$ cat config.mk
export PLATFORM = sky130hd
export DESIGN_NAME = fetch_unit
export DESIGN_NICKNAME = d
export VERILOG_FILES = /design/src/rtl/cpu_pkg.sv /design/src/rtl/pc_reg.sv /design/src/rtl/fetch_unit.sv
export SDC_FILE = /design/constraint.sdc
export NUM_CORES = 1
export LEC_CHECK = 0
export ABC_AREA = 1
export CAP_MARGIN = 20
export CORE_MARGIN = 1
export CORE_UTILIZATION = 43
export DETAILED_ROUTE_END_ITERATION = 12
export GPL_ROUTABILITY_DRIVEN = 1
export PLACE_DENSITY = 0.79
export SYNTH_ARGS = -nofsm -noshare
export SYNTH_HDL_FRONTEND = slang
export SYNTH_SLANG_ARGS = --single-unit
$ cat constraint.sdc
create_clock -name clk -period 1.3 [get_ports clk]
set_input_delay 0.325 -clock clk [delete_from_list [all_inputs] [get_ports clk]]
set_output_delay 0.325 -clock clk [all_outputs]
set_load 0.05 [all_outputs]
$ cat src/rtl/cpu_pkg.sv
// Shared encodings and constants for the instruction fetch path.
package cpu_pkg;

  typedef enum logic [1:0] {
    FETCH     = 2'b00,
    FETCH_IMM = 2'b01,
    ISSUE     = 2'b10,
    HALT      = 2'b11
  } state_t;

  localparam int         IMM_FLAG_BIT = 7;
  localparam logic [7:0] HALT_OPCODE  = 8'hFF;
  localparam logic [7:0] RESET_PC     = 8'h00;

endpackage

$ cat src/rtl/pc_reg.sv
// 8-bit program counter; a load (redirect) wins over an increment.
module pc_reg
  import cpu_pkg::*;
(
  input  logic       clk,
  input  logic       rst_n,
  input  logic       inc,
  input  logic       load,
  input  logic [7:0] load_value,
  output logic [7:0] pc
);

  // PC update: async reset, load priority, increment wraps FF -> 00
  always_ff @(posedge clk or negedge rst_n) begin
    if (!rst_n) begin
      pc <= RESET_PC;
    end else if (load) begin
      pc <= load_value;
    end else if (inc) begin
      pc <= pc + 8'd1;
    end
  end

endmodule

$ cat src/rtl/fetch_unit.sv
// Byte-serial instruction fetch: opcode, optional immediate, issue handshake.
//
//   state     | meaning
//   ----------+-----------------------------------------------------------
//   FETCH     | requesting opcode byte at PC
//   FETCH_IMM | requesting immediate byte at PC (opcode bit 7 was set)
//   ISSUE     | instr/imm presented, waiting for exec_ready
//   HALT      | HALT opcode seen, core stopped until reset
module fetch_unit
  import cpu_pkg::*;
(
  input  logic       clk,
  input  logic       rst_n,
  input  logic [7:0] mem_data,
  input  logic       mem_valid,
  input  logic       exec_ready,
  input  logic       branch_taken,
  input  logic [7:0] branch_target,
  output logic       mem_req,
  output logic [7:0] mem_addr,
  output logic [7:0] instr,
  output logic [7:0] imm,
  output logic       instr_valid,
  output logic [1:0] state,
  output logic       halted
);

  state_t     state_q, state_d;
  logic [7:0] instr_q, instr_d;
  logic [7:0] imm_q, imm_d;
  logic       pc_inc, pc_load;
  logic [7:0] pc;

  pc_reg u_pc_reg (
    .clk        (clk),
    .rst_n      (rst_n),
    .inc        (pc_inc),
    .load       (pc_load),
    .load_value (branch_target),
    .pc         (pc)
  );

  // State and instruction latches; reset discards any partial instruction
  always_ff @(posedge clk or negedge rst_n) begin
    if (!rst_n) begin
      state_q <= FETCH;
      instr_q <= 8'h00;
      imm_q   <= 8'h00;
    end else begin
      state_q <= state_d;
      instr_q <= instr_d;
      imm_q   <= imm_d;
    end
  end

  // Next-state, latch updates and PC control
  always_comb begin
    state_d = state_q;
    instr_d = instr_q;
    imm_d   = imm_q;
    pc_inc  = 1'b0;
    pc_load = 1'b0;
    case (state_q)
      FETCH: begin
        if (mem_valid) begin
          instr_d = mem_data;
          imm_d   = 8'h00;
          pc_inc  = 1'b1;
          if (mem_data == HALT_OPCODE) begin
            state_d = HALT;
          end else if (mem_data[IMM_FLAG_BIT]) begin
            state_d = FETCH_IMM;
          end else begin
            state_d = ISSUE;
          end
        end
      end
      FETCH_IMM: begin
        if (mem_valid) begin
          imm_d   = mem_data;
          pc_inc  = 1'b1;
          state_d = ISSUE;
        end
      end
      ISSUE: begin
        if (exec_ready) begin
          pc_load = branch_taken;
          state_d = FETCH;
        end
      end
      HALT: begin
        state_d = HALT;
      end
      default: begin
        state_d = FETCH;
      end
    endcase
  end

  assign mem_req     = (state_q == FETCH) || (state_q == FETCH_IMM);
  assign instr_valid = (state_q == ISSUE);
  assign halted      = (state_q == HALT);
  assign mem_addr    = pc;
  assign instr       = instr_q;
  assign imm         = imm_q;
  assign state       = state_q;

endmodule

==> reports/metrics.yaml, run 1 <==
clkTransAtPathRegs_ps: 170
antenna_found_initial: 0
failed_checks: "design-rule violations, negative setup slack"
pwr_density_cell_mw_per_mm2: 3060
drc: 3
cp-endpoint: "instr_valid"
clock_latency_ps: 360
met2_usage_pct: 47.2
num_vias: 1646
status: "finished, violations left"
setup_viol: 26
ys_top_cells_by_area: "dfrtp_1 (50%), nand2_1 (19%), o21ai_1 (4.6%), nand3_1 (3.8%), inv_1 (3.4%)"
hold_viol: 0
synth_top_area_share_pct: 49.5
yosysTopAreaCell: "dfrtp_1"
dp.final_hpwl_microns: 2900
cts_buffer_depth: 2
wl_microns: 5340
die_w_microns: 57.3
switchingPower_mw: 3.72
tightest_slew_ps: 262
p_comb_share_pct: 70.9
grt_pass1_wl_microns: 6910
grt_use_met1_pct: 33.7
drt_iter0_markers: 172
p_clk_share_pct: 7.8
pre_cts_slack_ps: -207
antennaDiodeCount: 0
startpoint_type: "flip-flop"
rsz0062_at_grt: "yes"
rr_worst_depth: 9
std_cell_rows: 19
critical_path_class: "flip-flop to primary output"
die-height_microns: 57.3
reg2reg_slack_ps: -110
power_mw: 7.73
area_growth_pct: 92.5
grt_max_degree: 27
gp_congestion: 0.884
cts_buffers: 3
coreArea_sq_mm: 0.00283
fin_ws_ps: -178
fmax_mhz: 677
overflow: 0
drv_slew: 0
synth.net_count: 189
r2r-end: "u_pc_reg.pc[5]"
clockRootBuffer: "clkbuf_4"
initial_core_util_pct: 46.4
cts.sinks: 26
ios: 50
top_usage_layer: "met2"
synth_warnings: 0
skew_ps: 15.7
seqPwrFrac_pct: 21.2
dieArea_sq_mm: 0.00328
met3_usage_pct: 7.03
antenna_left: 0
fillers: 126
avgSynthCellArea_sq_um: 7.87
fin_crit_ps: 1480
portBuffers: 49
cellLeakagePower_nw: 1.21
endpoint_kind: "primary output"
cp_max_fo: 4
wl_per_cell_microns: 18.9
power.share.switching_pct: 48.2
maxSlewHeadroom_pct: 82.4
first_pass_iters: 8
cts_tree: "built"
layout.nets: 275
ys_seq_elements: 26
min_period_over_period_pct: 114
syn_inst: 167
p_int_mw: 4.00
drv_cap: 0
drive_gt1_share_pct: 38.5
crit_arrival_ps: 1150
crit_start: "state[0]"
r2r-start: "state[1]"
ys_seq_area_share_pct: 49.5
peakVddDrop_mv: 2.19
grt_pass1_vias: 1556
h-tree-depth: 1
synth_cell_type_count: 20
syn_area_sq_mm: 0.00131
hold_path_class: "input pin to async pin"
required_ps: 980
grtUsageTotal_pct: 28.3
drt-vias-per-instance: 5.82
## how the worst min path moves through the flow
stage                        start        endpoint  slack, ps  cells after the start
after floorplan              rst_n          imm[0]         30                      0
after global placement    instr[6]        instr[6]        520                      2
after detailed placement  instr[3]        instr[3]        530                      2
after CTS                    rst_n  u_pc_reg.pc[3]        300                      2
after global routing         rst_n  u_pc_reg.pc[6]        310                      2
final                        rst_n  u_pc_reg.pc[6]        290                      2
## power by group through the flow
stage	sequential (mW)	combinational, mW	clock [mW]
2_1_floorplan	2.77	1.12	0
3_3_place_gp	1.71	4.43	0
3_5_place_dp	1.74	4.54	0
4_1_cts	1.62	5.07	0.596
5_1_grt	1.68	5.69	0.632
6_report	1.64	5.48	0.605
## critical path: stages, from the launching register on
cell	delay, ps
dfrtp_2	490
nor2_4	150
buf_12	150
## cell type report
type                            instances  area (sq um)  area share, %
Timing Repair Buffer                   84          1080           42.8
Sequential cell                        26           659           26.1
Multi-Input combinational cell        120           608           24.0
Inverter                               18          87.6           3.46
Tap cell                               31          38.8           1.53
Clock inverter                          1          30.0           1.19
Clock buffer                            3          22.5          0.891
## cell usage in the layout (no fill, tap or decap), types with 7 or more instances in the layout
master	synthesis	layout
o21ai_1	12	15
dfrtp_2	0	7
buf_6	3	7
dfrtp_1	26	19
clkdlybuf4s50_1	0	20
nand3_1	10	8
buf_12	0	30
buf_4	0	27
nand2_1	65	63
inv_1	12	12
nor2_1	12	10
## per-stage QoR
step	util (%)	hold WS, ps	TNS, ps	instance area (sq um)	cells
after global routing	89.4	306	-3050	2530	283
after detailed placement	79.5	527	-3700	2250	261
final	89.4	286	-1570	2530	283
after floorplan	-	29.4	-2060	1320	167
after global placement	79.5	517	-2630	2250	261
after CTS	86.7	300	-816	2450	280
## repair_timing
item                                    4_1_cts  5_1_grt
pin swaps                                     2        3
hold buffers                                  0        0
gates resized for setup                      13       17
endpoints found under the setup margin       13       54
setup buffers                                15        3
endpoints found under the hold margin         0        0
## metal layers
layer / wire [microns] / vias up
met4: 261 / 0
met1: 1840 / 767
met5: 0 / -
met2: 2760 / 141
met3: 468 / 39
li1: - / 699
## kinds of logic (layout without fill, tap and decap cells)
logic type | after synthesis | after routing | synth area share, %
simple gates | 98 | 98 | 33.1
flops | 26 | 26 | 49.5
compound gates | 21 | 21 | 8.48
buf+inv | 21 | 106 | 7.90
fa+ha+maj | 1 | 1 | 0.952
## cell usage after synthesis
master,number
nor3_1,2
nor2_1,12
o22ai_1,1
nand3_1,10
inv_1,12
inv_4,1
or2_1,1
buf_6,3
o31ai_1,2
o21ai_0,5
nand4_1,1
a21oi_1,1
nand2_1,65
nor2_4,3
dfrtp_1,26
ha_1,1
nand2_4,3
o21ai_1,12
inv_2,5
nand2_2,1
Note: power is estimated with default switching activity, not from simulation.
==> run 2: changes to the inputs <==
CORE_MARGIN = not set   (was 1)
==> results of run 2 <==
No change in the layout: final DEF, timing and power equal those of run 1.
==> run 3: changes to the inputs <==
CORE_UTILIZATION = 39   (was 43)
CTS_BUF_LIST = sky130_fd_sc_hd__clkbuf_16   (was not set)
PLACE_DENSITY = 0.75   (was 0.79)
clock period = 1.2 ns   (was 1.3 ns; I/O delays follow)
==> run 3 against run 2 <==
The run ends with negative setup slack left. Combinational power rose by 12%. Die area rose by 9.9%. Worst hold slack improved by 92 ps. Global-route usage rose by 1.2 points. Routed wire length fell by 2.2%. Core utilization fell by 2.5 points. Critical endpoint is now halted. Clock skew fell by 11 ps. Flip-flop and latch count did not move.
==> reports/metrics.yaml, run 3 (synthesis gave the netlist of run 1 again) <==
pwr_density_cell_mw_per_mm2: 3290  # was 3060 mW/mm^2
r2r-end: "u_pc_reg.pc[4]"  # was u_pc_reg.pc[5]
dieArea_sq_mm: 0.00360  # was 0.00328 sq mm
antenna_found_initial: 0  # unchanged
status: "finished, violations left"  # unchanged
drv_cap: 0  # unchanged
drt_iter0_markers: 142  # was 172
num_vias: 1576  # was 1646
grt_pass1_wl_microns: 7670  # was 6910 microns
grt_max_degree: 27  # unchanged
r2r-start: "state[1]"  # unchanged
coreArea_sq_mm: 0.00313  # was 0.00283 sq mm
required_ps: 900  # was 980 ps
layout.nets: 278  # was 275
tightest_slew_ps: 306  # was 262 ps
dp.final_hpwl_microns: 2670  # was 2900 microns
ios: 50  # unchanged
fmax_mhz: 713
clock_latency_ps: 270  # was 360 ps
failed_checks: "negative setup slack"  # was design-rule violations, negative setup slack
die-height_microns: 60.0  # was 57.3 microns
maxSlewHeadroom_pct: 79.5  # was 82.4%
hold_path_class: "input pin to async pin"  # unchanged
wl_per_cell_microns: 17.5  # was 18.9 microns
drv_slew: 0  # unchanged
reg2reg_slack_ps: -200  # was -110 ps
initial_core_util_pct: 42.0  # was 46.4%
crit_arrival_ps: 1100  # was 1150 ps
cp_max_fo: 4  # unchanged
final_common_cell: "nand2_1"  # unchanged
power_mw: 8.94  # was 7.73 mW
antennaDiodeCount: 0  # unchanged
cts_buffer_depth: 2  # unchanged
rr_worst_depth: 8  # was 9
hold_viol: 0  # unchanged
cts.sinks: 26  # unchanged
antenna_left: 0  # unchanged
final_cell_mix: "nand2_1 (60), buf_12 (31), dfrtp_1 (21), clkdlybuf4s50_1 (20), buf_4 (20)"  # was nand2_1 (63), buf_12 (30), buf_4 (27), clkdlybuf4s50_1 (20), dfrtp_1 (19)
die_w_microns: 60.0  # was 57.3 microns
switchingPower_mw: 4.13  # was 3.72 mW
p_comb_share_pct: 68.4  # was 70.9%
drt-vias-per-instance: 5.27  # was 5.82
cp-endpoint: "halted"  # was instr_valid
p_clk_share_pct: 11.2  # was 7.8%
drc: 0  # was 3
first_pass_iters: 4  # was 8
grtUsageTotal_pct: 29.5  # was 28.3%
final.setup.tns_ps: -3530  # was -1570 ps
overflow: 0  # unchanged
std_cell_rows: 20  # was 19
drive_gt1_share_pct: 42.4  # was 38.5%
area_growth_pct: 107  # was 92.5%
cts_buffers: 3  # unchanged
crit_start: "state[1]"  # was state[0]
pre_cts_slack_ps: -291  # was -207 ps
cellLeakagePower_nw: 1.29  # was 1.21 nW
portBuffers: 49  # unchanged
gp_congestion: 0.900  # was 0.884
clockRootBuffer: "clkbuf_16"  # was clkbuf_4
critical_path_class: "flip-flop to primary output"  # unchanged
endpoint_kind: "primary output"  # unchanged
clkTransAtPathRegs_ps: 70  # was 170 ps
skew_ps: 5.15  # was 15.7 ps
grt_pass1_vias: 1576  # was 1556
h-tree-depth: 1  # unchanged
p_int_mw: 4.81  # was 4.00 mW
min_period_over_period_pct: 117
power.share.switching_pct: 46.2  # was 48.2%
peakVddDrop_mv: 2.35  # was 2.19 mV
fin_ws_ps: -202  # was -178 ps
wl_microns: 5220  # was 5340 microns
cts_tree: "built"  # unchanged
seqPwrFrac_pct: 20.4  # was 21.2%
fin_crit_ps: 1400
setup_viol: 36  # was 26
startpoint_type: "flip-flop"  # unchanged
rsz0062_at_grt: "yes"  # unchanged
run 3: cell count changes in the layout (fill, tap and decap cells not counted), sizes merged:
cell and delta:
nand2 +2, buf +1
run 3: worst min-delay path by stage:
stage	start	to	slack [ps]	cells after the start
detailed placement	instr[5]	instr[5]	520	2
floorplan	rst_n	imm[0]	4	0
CTS	rst_n	u_pc_reg.pc[0]	400	2
global placement	instr[5]	instr[5]	520	2
global route	rst_n	u_pc_reg.pc[0]	400	2
finish	rst_n	u_pc_reg.pc[0]	380	2
run 3: critical path, cell delays in order (launching register included):
cell	delay (ps)
dfrtp_4	530
nand2_2	110
inv_4	50
buf_12	140
run 3: metrics by stage:
| step | hold slack (ps) | instance area (sq um) | cells | utilization (%) |
|---|---|---|---|---|
| final | 378 | 2720 | 299 | 86.8 |
| after global routing | 399 | 2720 | 299 | 86.8 |
| after CTS | 402 | 2620 | 294 | 83.6 |
| after detailed placement | 521 | 2320 | 279 | 74.1 |
| after global placement | 519 | 2320 | 279 | 74.1 |
| after floorplan | 4.41 | 1340 | 167 | - |
run 3: cell type report:
type                            instances  area [sq um]
Timing Repair Buffer                   85          1130
Fill cell                             146           412
Multi-Input combinational cell        122           672
Inverter                               18          92.6
Tap cell                               44          55.1
Clock buffer                            3          75.1
Clock inverter                          1          30.0
Sequential cell                        26           659
run 3: routing by layer:
layer / part of all wire (%) / track usage [%] / vias to the layer above / wire, microns
met1: 38 / 36.1 / 761 / 2010
met3: 6.0 / 5.63 / 24 / 313
met4: 4.4 / 12.6 / 0 / 231
met5: 0 / 0 / - / 0
met2: 51 / 50.5 / 83 / 2670
li1: - / - / 708 / -
run 3: power by group through the flow:
stage / clock, mW / combinational, mW / sequential (mW)
2_1_floorplan: 0 / 1.24 / 3.01
3_3_place_gp: 0 / 5.01 / 1.82
3_5_place_dp: 0 / 5.08 / 1.84
4_1_cts: 0.965 / 5.66 / 1.80
5_1_grt: 1.03 / 6.37 / 1.86
6_report: 1.00 / 6.12 / 1.82
run 3: what timing repair did:
action / CTS / global route
gates resized for setup: 31 / 18
hold buffers: 0 / 0
endpoints found under the hold margin: 0 / 0
setup endpoints to repair: 19 / 37
buffers inserted: 10 / 5
pin swaps: 7 / 4
gates cloned: 2 / 0
